==> config.mk <==
export PLATFORM = sky130hd
export DESIGN_NAME = tblink_rpc_host_req
export DESIGN_NICKNAME = d
export VERILOG_FILES = /design/src/rtl/tblink_rpc_host_req.sv
export SDC_FILE = /design/constraint.sdc
export NUM_CORES = 1
export LEC_CHECK = 0
export CAP_MARGIN = 20
export CORE_MARGIN = 4
export CORE_UTILIZATION = 30
export CTS_BUF_LIST = sky130_fd_sc_hd__clkbuf_8
export CTS_CLUSTER_DIAMETER = 80
export DETAILED_ROUTE_END_ITERATION = 7
export SYNTH_ARGS = -nofsm -noshare
export SYNTH_HDL_FRONTEND = slang
export SYNTH_SLANG_ARGS = --single-unit
==> constraint.sdc <==
create_clock -name uclock -period 6.8 [get_ports uclock]
set_input_delay 2.04 -clock uclock [delete_from_list [all_inputs] [get_ports uclock]]
set_output_delay 2.04 -clock uclock [all_outputs]
set_load 0.1 [all_outputs]
==> src/rtl/tblink_rpc_host_req.sv <==
// rtl/tblink_rpc_host_req.sv - host-side tblink RPC request serializer and response parser
//
// Issues one request frame (SZ, CMD, ID, params n-1..0) on the tx byte stream,
// then consumes the matching response frame (DST, SZ, CMD, ID, data) from the
// rx byte stream and reports it on the rsp_* outputs.
//
// Ports:
//   uclock, reset          clock, asynchronous active-high reset
//   tx_dat/valid/ready     outbound request bytes (tx_dat registered)
//   rx_dat/valid/ready     inbound response bytes
//   req_cmd/sz/params      request contents, sampled when a request is taken
//   req_put_i / req_get_i  toggle handshake: put != get means a request is pending
//   rsp_dat/sz/id/err      last completed response (data newest byte at [7:0])
//   busy                   a request or its response is in flight
module tblink_rpc_host_req #(
    parameter int REQ_PARAMS_SZ = 4,
    parameter int RSP_SZ        = 4
) (
    input  logic                       uclock,
    input  logic                       reset,
    output logic [7:0]                 tx_dat,
    output logic                       tx_valid,
    input  logic                       tx_ready,
    input  logic [7:0]                 rx_dat,
    input  logic                       rx_valid,
    output logic                       rx_ready,
    input  logic [7:0]                 req_cmd,
    input  logic [7:0]                 req_sz,
    input  logic [8*REQ_PARAMS_SZ-1:0] req_params,
    input  logic                       req_put_i,
    output logic                       req_get_i,
    output logic [8*RSP_SZ-1:0]        rsp_dat,
    output logic [7:0]                 rsp_sz,
    output logic [7:0]                 rsp_id,
    output logic                       rsp_err,
    output logic                       busy
);

    typedef enum logic [3:0] {
        IDLE, TX_SZ, TX_CMD, TX_ID, TX_PRM,
        RX_DST, RX_SZ, RX_CMD, RX_ID, RX_DAT
    } state_t;

    localparam logic [7:0] MAX_N = 8'(REQ_PARAMS_SZ);

    state_t state, state_nxt;

    logic [7:0]                 cmd_q;
    logic [7:0]                 n_q;
    logic [7:0]                 idx_q;      // param bytes still to send after the current one
    logic [8*REQ_PARAMS_SZ-1:0] prm_q;      // params left-aligned: next byte to send is on top
    logic [7:0]                 id_cnt;
    logic [7:0]                 sent_id;
    logic [7:0]                 d_q;        // response data byte count
    logic [7:0]                 cnt_q;      // response data bytes still expected
    logic [8*RSP_SZ-1:0]        shreg;
    logic                       err_acc;

    logic                       tx_hs;
    logic                       rx_hs;
    logic                       req_pend;
    logic [7:0]                 n_sel;
    logic [7:0]                 sz_d;
    logic [7:0]                 prm_shift;
    logic                       id_bad;
    logic [8*RSP_SZ-1:0]        shreg_nxt;

    assign tx_valid = state inside {TX_SZ, TX_CMD, TX_ID, TX_PRM};
    assign rx_ready = state inside {RX_DST, RX_SZ, RX_CMD, RX_ID, RX_DAT};
    assign busy     = (state != IDLE);

    assign tx_hs     = tx_valid && tx_ready;
    assign rx_hs     = rx_valid && rx_ready;
    assign req_pend  = req_put_i ^ req_get_i;
    assign n_sel     = (req_sz > MAX_N) ? MAX_N : req_sz;
    assign prm_shift = MAX_N - n_sel;
    assign sz_d      = (rx_dat == 8'd0) ? 8'd0 : rx_dat - 8'd1;
    assign id_bad    = (rx_dat != sent_id);

    // Response shift register: oldest byte falls off the top once RSP_SZ is exceeded.
    generate
        if (RSP_SZ == 1) begin : g_shift_one
            assign shreg_nxt = rx_dat;
        end else begin : g_shift_many
            assign shreg_nxt = {shreg[8*RSP_SZ-9:0], rx_dat};
        end
    endgenerate

    always_ff @(posedge uclock or posedge reset) begin
        if (reset) begin
            state <= IDLE;
        end else begin
            state <= state_nxt;
        end
    end

    always_comb begin
        state_nxt = state;
        case (state)
            IDLE:   if (req_pend) state_nxt = TX_SZ;
            TX_SZ:  if (tx_hs) state_nxt = TX_CMD;
            TX_CMD: if (tx_hs) state_nxt = TX_ID;
            TX_ID:  if (tx_hs) state_nxt = (n_q == 8'd0) ? RX_DST : TX_PRM;
            TX_PRM: if (tx_hs && idx_q == 8'd0) state_nxt = RX_DST;
            RX_DST: if (rx_hs) state_nxt = RX_SZ;
            RX_SZ:  if (rx_hs) state_nxt = RX_CMD;
            RX_CMD: if (rx_hs) state_nxt = RX_ID;
            RX_ID:  if (rx_hs) state_nxt = (d_q == 8'd0) ? IDLE : RX_DAT;
            RX_DAT: if (rx_hs && cnt_q == 8'd1) state_nxt = IDLE;
            default: state_nxt = IDLE;
        endcase
    end

    always_ff @(posedge uclock or posedge reset) begin
        if (reset) begin
            tx_dat    <= 8'd0;
            cmd_q     <= 8'd0;
            n_q       <= 8'd0;
            idx_q     <= 8'd0;
            prm_q     <= '0;
            id_cnt    <= 8'd0;
            sent_id   <= 8'd0;
            d_q       <= 8'd0;
            cnt_q     <= 8'd0;
            shreg     <= '0;
            err_acc   <= 1'b0;
            req_get_i <= 1'b0;
            rsp_dat   <= '0;
            rsp_sz    <= 8'd0;
            rsp_id    <= 8'd0;
            rsp_err   <= 1'b0;
        end else begin
            case (state)
                IDLE: begin
                    if (req_pend) begin
                        cmd_q  <= req_cmd;
                        n_q    <= n_sel;
                        prm_q  <= req_params << {prm_shift, 3'b000};
                        tx_dat <= n_sel + 8'd1;
                    end
                end
                TX_SZ: if (tx_hs) tx_dat <= cmd_q;
                TX_CMD: if (tx_hs) tx_dat <= id_cnt;
                TX_ID: begin
                    if (tx_hs) begin
                        sent_id <= id_cnt;
                        id_cnt  <= id_cnt + 8'd1;
                        if (n_q != 8'd0) begin
                            idx_q  <= n_q - 8'd1;
                            tx_dat <= prm_q[8*REQ_PARAMS_SZ-1 -: 8];
                            prm_q  <= prm_q << 8;
                        end
                    end
                end
                TX_PRM: begin
                    if (tx_hs && idx_q != 8'd0) begin
                        idx_q  <= idx_q - 8'd1;
                        tx_dat <= prm_q[8*REQ_PARAMS_SZ-1 -: 8];
                        prm_q  <= prm_q << 8;
                    end
                end
                RX_DST: if (rx_hs) shreg <= '0;
                RX_SZ: begin
                    if (rx_hs) begin
                        d_q     <= sz_d;
                        err_acc <= (rx_dat == 8'd0);
                    end
                end
                RX_CMD: if (rx_hs && rx_dat != 8'd0) err_acc <= 1'b1;
                RX_ID: begin
                    if (rx_hs) begin
                        cnt_q <= d_q;
                        if (id_bad) err_acc <= 1'b1;
                        if (d_q == 8'd0) begin
                            rsp_dat   <= shreg;
                            rsp_sz    <= 8'd0;
                            rsp_id    <= sent_id;
                            rsp_err   <= err_acc | id_bad;
                            req_get_i <= ~req_get_i;
                        end
                    end
                end
                RX_DAT: begin
                    if (rx_hs) begin
                        shreg <= shreg_nxt;
                        cnt_q <= cnt_q - 8'd1;
                        if (cnt_q == 8'd1) begin
                            rsp_dat   <= shreg_nxt;
                            rsp_sz    <= d_q;
                            rsp_id    <= sent_id;
                            rsp_err   <= err_acc;
                            req_get_i <= ~req_get_i;
                        end
                    end
                end
                default: ;
            endcase
        end
    end

endmodule

==> summary.md <==
| Metric | Value |
|---|---|
| Pre-CTS WS | 1310 ps |
| Cell Pwr Density | 530 nW/um^2 |
| Grt ovf | 0 |
| Non-filler cells, final | 1398 |
| Critical path's slowest cell | clkdlybuf4s50_1 |
| Vias in the first global route | 7082 |
| CP Data Required Time | 4760 ps |
| IR drop worst, VDD | 0.000353 V |
| Seq/Total Area, Yosys | 0.500 |
| Synthesized area per cell | 10.1 sq um |
| Setup CP Type | register to output pin |
| Count of different cell masters after synthesis | 69 |
| Die H | 183 um |
| Kind of end point of the critical path | output pin |
| Total track usage | 0.141 |
| Top_reg_cell synth | dfrtp_1 |
| Post-DP HPWL | 15.9 mm |
| Yosys top cell by area | dfrtp_1 |
| RSZ-0062 raised after global routing | no |
| Mapped Cells | 903 |
| Slew headroom | 0.235 |
| Design Power | 5.90 mW |
| Antenna diode count | 0 |
| Synth area leaders | dfrtp_1 50%, mux2_2 6.4%, nand2_1 6.1%, a22o_1 3.8%, mux2i_1 2.6% |
| Post-DRT Antenna Nets | 0 |
| Top-area cell type share of the netlist area | 0.500 |
| Skew final | about 22 ps |
| CTS tree | done |
| Setup violators final | 0 |
| Post-synthesis instance area | about 9000 sq um |
| Total wire length | 23.6 mm |
| Detailed Route Iter0 Violations | around 500 |
| First-pass DRT Iterations | 5 |
| CTS root buffer | clkbuf_8 |
| Leakage | 4.54 nW |
| Hold-fix buffers, CTS | 0 |
| Dpl cells | approximately 1400 |
| Setup TNS | 0 ps |
| Vias per cell | 5.11 |
| Antenna violations before repair | 0 |
| WP data arrival | around 3700 ps |
| Final Util | 0.373 |
| Crit path time final | between 5000 and 6000 ps |
| Worst path buffer plus inverter count | 2 |
| Fmax | 176 MHz |
| Critical Path Max Stage Delay | 1180 ps |
| Outcome | complete, no violations |
| Worst slew pin tran | approximately 1100 ps |
| CP Cell Sequence | or3b_1, a21oi_2, buf_4, or3_1, clkdlybuf4s50_1 |
| Vias | 7147 |
| Syn nets | 971 |
| Commonest non-fill, non-tap cell in the layout | dfrtp_1 |
| Slew Limit Fails | 0 |
| Max-Cap Viols | 0 |
| Critical Path Start Type | register |
| CTS H-tree depth | 4 |
| Final hold vios | 0 |
| GPL Wtd Cong | between 0.7 and 0.8 |
| First-pass GRT wire length | 38.9 mm |
| Synth-to-layout area growth | 21.6% |
| Yosys warns | 0 |
| TritonCTS buffer count | 17 |
| Hold crit path type | register to register |
| Skew-Pair Late Insertion Delay | between 400 and 500 ps |
| EDFF count, synth | 0 |
| Post-route worst setup slack | 1110 ps |
| Chip Width | roughly 180 um |
| Largest regs | prm_q: 32 flops, rsp_dat: 32 flops, shreg: 32 flops |
| Core box area | 29900 sq um |
| Clock Pin Slew Worst Setup and Hold Paths | 110 ps |
| Wire per inst | 16.9 um |
| CP Max Fanout | 38 |
| Number of setup buffers added after CTS | 0 |
| FFs w/ async S/R, synth | 1.00 |
| CP delay by family, top | buffers and inverters |
| FP Rows | 63 |
| Largest net degree at the start of global routing | 184 |
| # DRC | 0 |
| Post-CTS resize count | 0 |
| Initial cell density of the core | 0.306 |
| Die area | 33400 sq um |
| Commonest cells after routing, fill and taps aside | 183 x dfrtp_1, 149 x nand2_1, 121 x clkdlybuf4s50_1 |
| Register bit total from synthesis | about 180 |
| Period utilization | 0.837 |
| I/O pin count | 122 |
| Max clock buf depth | 2 |
| Fin nets | between 1000 and 1500 |
| Layout cells sized above 1 | 0.126 |
| Port Buf Inserts | 121 |
| Clock sinks | 183 |
logic make-up (layout without fill, tap and decap cells):
| logic type | Yosys count | count (layout) | synth area share |
|---|---|---|---|
| mux | 84 | 84 | 0.110 |
| fa+ha+maj | 7 | 7 | 0.00957 |
| buf+inv | 90 | 195 | 0.0406 |
| compound gates | 204 | 204 | 0.158 |
| flops | 183 | 183 | 0.500 |
| simple gates | 310 | 310 | 0.158 |
| xor+xnor | 25 | 25 | 0.0239 |
metrics by stage:
| step | hold WS (ps) | area, sq um |
|---|---|---|
| after global placement | 465 | 10700 |
| final | 493 | 11100 |
| after detailed placement | 466 | 10700 |
| after global routing | 518 | 11100 |
| after CTS | 494 | 11100 |
| after floorplan | 460 | 9160 |
report_power, final:
| part | total (mW) | switching, mW | internal (mW) |
|---|---|---|---|
| registers | 1.90 | 0.394 | 1.51 |
| clock network | 0.735 | 0.459 | 0.276 |
| logic | 3.27 | 2.19 | 1.08 |
layout make-up:
type	instances	area (sq um)
clock inverter	15	160
sequential	183	4580
fill	2977	18700
timing repair buffer	136	1340
inverter	27	105
tap	390	488
clock buffer	17	234
multi-input combinational	630	4230
worst register-to-register path: stages (launching register included):
cell and delay, ps:
dfrtp_1 640, or3b_1 540, a211o_1 430, o21a_1 310
nor4_4 770, mux2_2 410
Yosys cell counts, types with 4 or more instances:
master,count
dfrtp_1,183
nand2_1,149
nor2_1,64
mux2_2,52
clkbuf_1,46
o21ai_0,45
a22o_1,40
a31oi_1,37
inv_1,26
nor3_1,26
mux2i_1,24
a21oi_1,14
xor2_1,13
buf_2,12
nor4_1,12
xnor2_1,12
o31ai_1,10
and2_1,9
a222oi_1,8
mux4_2,8
ha_1,7
nand3_1,7
o221ai_1,7
or3_1,7
a2bb2oi_1,5
nand2b_1,5
a211oi_1,4
a22oi_1,4
nor2b_1,4
metal layers:
layer  wire length [um]  track usage  up-vias  part of all wire
met4                145       0.0246        0            0.0062
li1                   -            -     3440                 -
met5                  0            0        -                 0
met3               1290       0.0297       11             0.055
met1              11300        0.207     3516              0.48
met2              10800        0.219      180              0.46
final timing paths:
check	from	endpoint	slack, ps	depth (start not counted)
min in group asynchronous	reset	rsp_dat[29]	2110	3
worst max register to register	state[0]	tx_dat[2]	3590	5
worst min-delay path	rsp_id[4]	rsp_id[4]	490	2
worst min register to register	rsp_id[4]	rsp_id[4]	490	2
max in group asynchronous	reset	prm_q[15]	3780	3
worst max-delay path	state[0]	tx_valid	1110	5
Note: power is estimated with default switching activity, not from simulation.
